$ cat src/rtl/count_mod10_pkg.sv
// Shared types and constants for the mod-10 counter tracker.
package count_mod10_pkg;

  localparam int unsigned CNT_W = 4;

  localparam logic [CNT_W-1:0] MOD_MAX   = 4'd9;
  localparam logic             MODE_UP   = 1'b1;
  localparam logic             MODE_DOWN = 1'b0;

  typedef enum logic [1:0] {
    ST_UNSYNC = 2'd0,
    ST_SYNC   = 2'd1,
    ST_FAULT  = 2'd2
  } trk_state_e;

  // Counter control inputs as seen by the counter on one edge.
  typedef struct packed {
    logic             rst;
    logic             load;
    logic             mode;
    logic [CNT_W-1:0] data_in;
  } cnt_ctrl_t;

endpackage

$ cat src/rtl/count_mod10_model.sv
// Combinational next-value model of the mod-10 up/down counter.
module count_mod10_model
  import count_mod10_pkg::*;
(
  input  cnt_ctrl_t        ctrl,
  input  logic [CNT_W-1:0] value,
  output logic [CNT_W-1:0] next_value_c,
  output logic             wrap_up_c,
  output logic             wrap_dn_c
);

  // Priority: reset > load > direction; values above 9 step as plain 4-bit.
  always_comb begin
    next_value_c = value;
    wrap_up_c    = 1'b0;
    wrap_dn_c    = 1'b0;
    if (ctrl.rst) begin
      next_value_c = '0;
    end else if (ctrl.load) begin
      next_value_c = ctrl.data_in;
    end else if (ctrl.mode == MODE_UP) begin
      if (value == MOD_MAX) begin
        next_value_c = '0;
        wrap_up_c    = 1'b1;
      end else begin
        next_value_c = value + CNT_W'(1);
      end
    end else if (ctrl.mode == MODE_DOWN) begin
      if (value == '0) begin
        next_value_c = MOD_MAX;
        wrap_dn_c    = 1'b1;
      end else begin
        next_value_c = value - CNT_W'(1);
      end
    end
  end

endmodule

$ cat src/rtl/count_mod10_tracker.sv
// Passive checker that predicts and verifies each mod-10 counter output.
module count_mod10_tracker
  import count_mod10_pkg::*;
#(
  parameter int unsigned WRAP_W = 8,
  parameter int unsigned ERR_W  = 8
) (
  input  logic                     clock,
  input  logic                     reset,
  input  logic                     cnt_reset,
  input  logic                     cnt_load,
  input  logic                     cnt_mode,
  input  logic [CNT_W-1:0]         cnt_data_in,
  input  logic [CNT_W-1:0]         cnt_data_out,
  input  logic                     clear_err,
  output logic [1:0]               state,
  output logic [CNT_W-1:0]         expected,
  output logic                     carry,
  output logic                     borrow,
  output logic signed [WRAP_W-1:0] wrap_count,
  output logic                     err_pulse,
  output logic                     err_sticky,
  output logic [ERR_W-1:0]         err_count,
  output logic                     range_warn
);

  localparam logic signed [WRAP_W-1:0] WRAP_MAX = {1'b0, {(WRAP_W-1){1'b1}}};
  localparam logic signed [WRAP_W-1:0] WRAP_MIN = {1'b1, {(WRAP_W-1){1'b0}}};
  localparam logic [ERR_W-1:0]         ERR_MAX  = '1;

  trk_state_e       state_q;
  logic             exp_valid_q;
  logic             wrap_up_q;
  logic             wrap_dn_q;
  cnt_ctrl_t        ctrl_c;
  logic [CNT_W-1:0] next_c;
  logic             wrap_up_c;
  logic             wrap_dn_c;
  logic             resync_c;
  logic             checking_c;
  logic             hit_c;
  logic             mismatch_c;

  // Bundle the snooped controls for the model.
  always_comb begin
    ctrl_c.rst     = cnt_reset;
    ctrl_c.load    = cnt_load;
    ctrl_c.mode    = cnt_mode;
    ctrl_c.data_in = cnt_data_in;
  end

  count_mod10_model u_model (
    .ctrl         (ctrl_c),
    .value        (cnt_data_out),
    .next_value_c (next_c),
    .wrap_up_c    (wrap_up_c),
    .wrap_dn_c    (wrap_dn_c)
  );

  assign resync_c   = cnt_reset | cnt_load;
  assign checking_c = (state_q == ST_SYNC) & exp_valid_q;
  assign hit_c      = checking_c & (cnt_data_out == expected);
  assign mismatch_c = checking_c & (cnt_data_out != expected);
  assign state      = 2'(state_q);

  // Tracker FSM: acquire lock on a reset/load, drop to FAULT on mismatch.
  always_ff @(posedge clock or posedge reset) begin
    if (reset) begin
      state_q <= ST_UNSYNC;
    end else begin
      case (state_q)
        ST_UNSYNC: if (resync_c) state_q <= ST_SYNC;
        ST_SYNC:   if (mismatch_c) state_q <= ST_FAULT;
        ST_FAULT: begin
          if (resync_c)       state_q <= ST_SYNC;
          else if (clear_err) state_q <= ST_UNSYNC;
        end
        default:   state_q <= ST_UNSYNC;
      endcase
    end
  end

  // Prediction for the next cycle's observed value and its wrap kind.
  always_ff @(posedge clock or posedge reset) begin
    if (reset) begin
      expected    <= '0;
      exp_valid_q <= 1'b0;
      wrap_up_q   <= 1'b0;
      wrap_dn_q   <= 1'b0;
    end else begin
      expected    <= next_c;
      exp_valid_q <= resync_c | (state_q == ST_SYNC);
      wrap_up_q   <= wrap_up_c;
      wrap_dn_q   <= wrap_dn_c;
    end
  end

  // Event pulses, each one cycle after the compare.
  always_ff @(posedge clock or posedge reset) begin
    if (reset) begin
      carry      <= 1'b0;
      borrow     <= 1'b0;
      err_pulse  <= 1'b0;
      range_warn <= 1'b0;
    end else begin
      carry      <= hit_c & wrap_up_q;
      borrow     <= hit_c & wrap_dn_q;
      err_pulse  <= mismatch_c;
      range_warn <= (state_q == ST_SYNC) & (cnt_data_out > MOD_MAX);
    end
  end

  // Saturating signed net wrap counter.
  always_ff @(posedge clock or posedge reset) begin
    if (reset) begin
      wrap_count <= '0;
    end else if (hit_c & wrap_up_q) begin
      if (wrap_count != WRAP_MAX) wrap_count <= wrap_count + WRAP_W'(1);
    end else if (hit_c & wrap_dn_q) begin
      if (wrap_count != WRAP_MIN) wrap_count <= wrap_count - WRAP_W'(1);
    end
  end

  // Error flag and saturating count; a same-cycle mismatch beats clear_err.
  always_ff @(posedge clock or posedge reset) begin
    if (reset) begin
      err_sticky <= 1'b0;
      err_count  <= '0;
    end else if (mismatch_c) begin
      err_sticky <= 1'b1;
      if (clear_err)                 err_count <= ERR_W'(1);
      else if (err_count != ERR_MAX) err_count <= err_count + ERR_W'(1);
    end else if (clear_err) begin
      err_sticky <= 1'b0;
      err_count  <= '0;
    end
  end

endmodule

$ cat config.mk
export PLATFORM = sky130hd
export DESIGN_NAME = count_mod10_tracker
export DESIGN_NICKNAME = d
export VERILOG_FILES = /design/src/rtl/count_mod10_pkg.sv /design/src/rtl/count_mod10_model.sv /design/src/rtl/count_mod10_tracker.sv
export SDC_FILE = /design/constraint.sdc
export NUM_CORES = 1
export LEC_CHECK = 0
export CORE_MARGIN = 4
export CORE_UTILIZATION = 45
export CTS_CLUSTER_DIAMETER = 150
export DETAILED_ROUTE_END_ITERATION = 16
export PLACE_DENSITY = 0.73
export SYNTH_ARGS = -nofsm -noshare
export SYNTH_HDL_FRONTEND = slang
export SYNTH_SLANG_ARGS = --single-unit
$ cat constraint.sdc
create_clock -name clock -period 3.18 [get_ports clock]
set_input_delay 0.795 -clock clock [delete_from_list [all_inputs] [get_ports clock]]
set_output_delay 0.795 -clock clock [all_outputs]
set_load 0.02 [all_outputs]
==> impl_metrics.toml <==
[routing]
remaining_drc_errors = 0
ant_nets = 0
drtIter0Drc = 106
wl_per_cell_microns = 13.7
num_vias = 1540
drt_wl_total_mm = 4.01
dr.pass1.iters = 4
drt-vias-per-instance = 5.26

[floorplan]
io-pin-count = 41
die_area_sq_um = 5130
rows = 22
die_x_microns = 71.7
core_sq_um = 3800
start_util_pct = 48.0
fp.dieH_microns = 71.7

[cts]
cts_buffers = 5
ctsHtreeMaxLevel = 2
clock_latency_ps = 280
path_clk_slew_ps = 50
hold_buffers = 0
clock_path_buffers = 2
clock_sinks = 30
cts_root_buffer = "clkbuf_8"
cts_tree = "done"

[placed_design]
gp_congestion = 0.872
dp_cells = 286
io_buffers = 40
dp_slack_ps = -313
dp_hpwl_mm = 3.05

[global_routing]
grt_pass1_vias = 1425
track_usage_pct = 16.7
antenna_found_initial = 0
grt_max_degree = 31
grt_pass1_wl_mm = 6.69
grt-ovfl-total = 0

[worst_hold_path]
whs_path_depth = 1
hp-class = "flip-flop to flip-flop"

[status]
status = "finished, final reports clean"

[timing]
finalMaxSlewViolations = 0
max_slew_margin_pct = 43.7
tightest_slew_ps = 838
timing.fmax_mhz = 328
fin_skew_ps = 7.09
hold_viol = 0
setup_ws_ps = 135
hold_ws_ps = 511
final-setup-viol-count = 0
rsz0062_at_grt = "no"
finalCritPeriodShare_pct = 95.8
period_needed_ps = 3050
setup_tns_ps = 0

[cells_and_area]
diodes = 0
layout.cells.non_filler = 293
final_nets = 267
area_growth_pct = 36.1
fill_cells = 332
drive_gt1_share_pct = 16.3

[yosys]
synth_largest_area_cell = "dfrtp_1"
synthMostInstantiatedCell = "dfrtp_1"
yosysTopAreaCellShare_pct = 41.2
synth_nets = 206
syn_area_sq_um = 1820
synthTopCellsByArea = "dfrtp_1, ha_1, xnor2_1, nor2_1, xor2_1"
syn-instance-count = 184
ys_seq_elements = 30
synth_flop_cell = "dfrtp_1"
yosys_warnings = 0
synth_cell_types = 49
syn_avg_cell_area_sq_um = 9.91
synth_common_cells = "dfrtp_1, nor2_1, a21oi_1, nand2_1, xnor2_1"
synth_seq_area_share_pct = 41.2
async_flop_share_pct = 100
synth_edf_count = 0

[power_and_ir_drop]
leakagePower_nw = 1.10
peakVddDrop_mv = 0.221
p_per_area_nw_per_um2 = 480

[critical_path]
rr_worst_depth = 9
cp.required_ps = 3380
critPathArrivalTime_ps = 3240
cp-start-kind = "input port"
critPathMaxFanout = 7
crit_path_end_kind = "flip-flop"
path_class = "input port to flip-flop"

[job]
max_cap_viol_count = 0
==> metal layers <==
layer / wire length (microns) / track usage [%]
met3: 298 / 4.63
met4: 34 / 3.76
met1: 1900 / 24.4
met2: 1780 / 24.4
met5: 0 / 0
==> final timing paths <==
path | start | to | slack (ps)
max | cnt_data_out[2] | wrap_count[7] | 130
min | wrap_count[7] | wrap_count[7] | 510
max reg2reg | expected[2] | wrap_count[7] | 680
min reg2reg | wrap_count[7] | wrap_count[7] | 510
max in group asynchronous | reset | range_warn | 1990
min in group asynchronous | reset | err_count[6] | 910
==> critical path, stage by stage <==
cell and delay (ps):
clkdlybuf4s50_1 440, xor2_1 200, nor4_4 350, nand2_2 180, ha_1 350, a21oi_1 240, o211ai_1 140, and4_2 250
o22ai_1 150, xnor2_1 130
==> power by group <==
group	switching (mW)	internal, mW	leakage (nW)
Sequential	0.0462	0.432	0.401
Clock	0.128	0.150	0.0383
Combinational	0.224	0.211	0.659
Total	0.397	0.793	1.10
==> logic make-up (layout without fill, tap and decap cells) <==
| family | count (synthesis) | in the layout | synth area share [%] |
|---|---|---|---|
| AO/OA/AOI/OAI | 35 | 35 | 12.6 |
| adder cells (fa/ha/maj) | 8 | 8 | 5.90 |
| multiplexers | 5 | 5 | 3.84 |
| AND/OR/NAND/NOR | 73 | 73 | 22.3 |
| flip-flops | 30 | 30 | 41.2 |
| buffers and inverters | 15 | 76 | 4.46 |
| XOR/XNOR | 18 | 18 | 9.68 |
==> area by class of cell <==
class | instances | area, sq um | area share, %
sequential | 30 | 751 | 30.3
timing repair buffer | 62 | 566 | 22.8
multi-input combinational | 139 | 1000 | 40.4
tap | 48 | 60.1 | 2.42
clock buffer | 7 | 76.3 | 3.08
inverter | 7 | 26.3 | 1.06
==> layout by cell type (no fill, tap or decap), drive strengths merged, types with 8 or more instances in the layout <==
master / synthesis / layout
nor2: 21 / 21
clkdlybuf4s50: 0 / 40
xor2: 8 / 8
o21ai: 8 / 8
dfrtp: 30 / 30
buf: 6 / 22
xnor2: 10 / 10
nand2: 10 / 10
a21oi: 10 / 10
nor3: 8 / 8
==> sequential cells by signal, indices dropped and copies added, names as in the netlist, 2 cells and up <==
register,count
err_count,8
expected,4
state,2
wrap_count,8
==> stage by stage <==
stage / power [mW] / area [sq um] / utilization, %
after floorplan: 0.732 / 1820 / -
after global placement: 0.914 / 2390 / 63.0
after detailed placement: 0.920 / 2390 / 63.0
after CTS: 1.20 / 2470 / 65.1
after global routing: 1.27 / 2480 / 65.3
final: 1.19 / 2480 / 65.3
==> timing repair <==
item	4_1_cts	5_1_grt
setup buffers	0	0
hold endpoints to repair	0	0
setup endpoints to repair	2	3
resized for setup	1	2
pin swaps	0	2
Power figures use the tool's default switching activity.
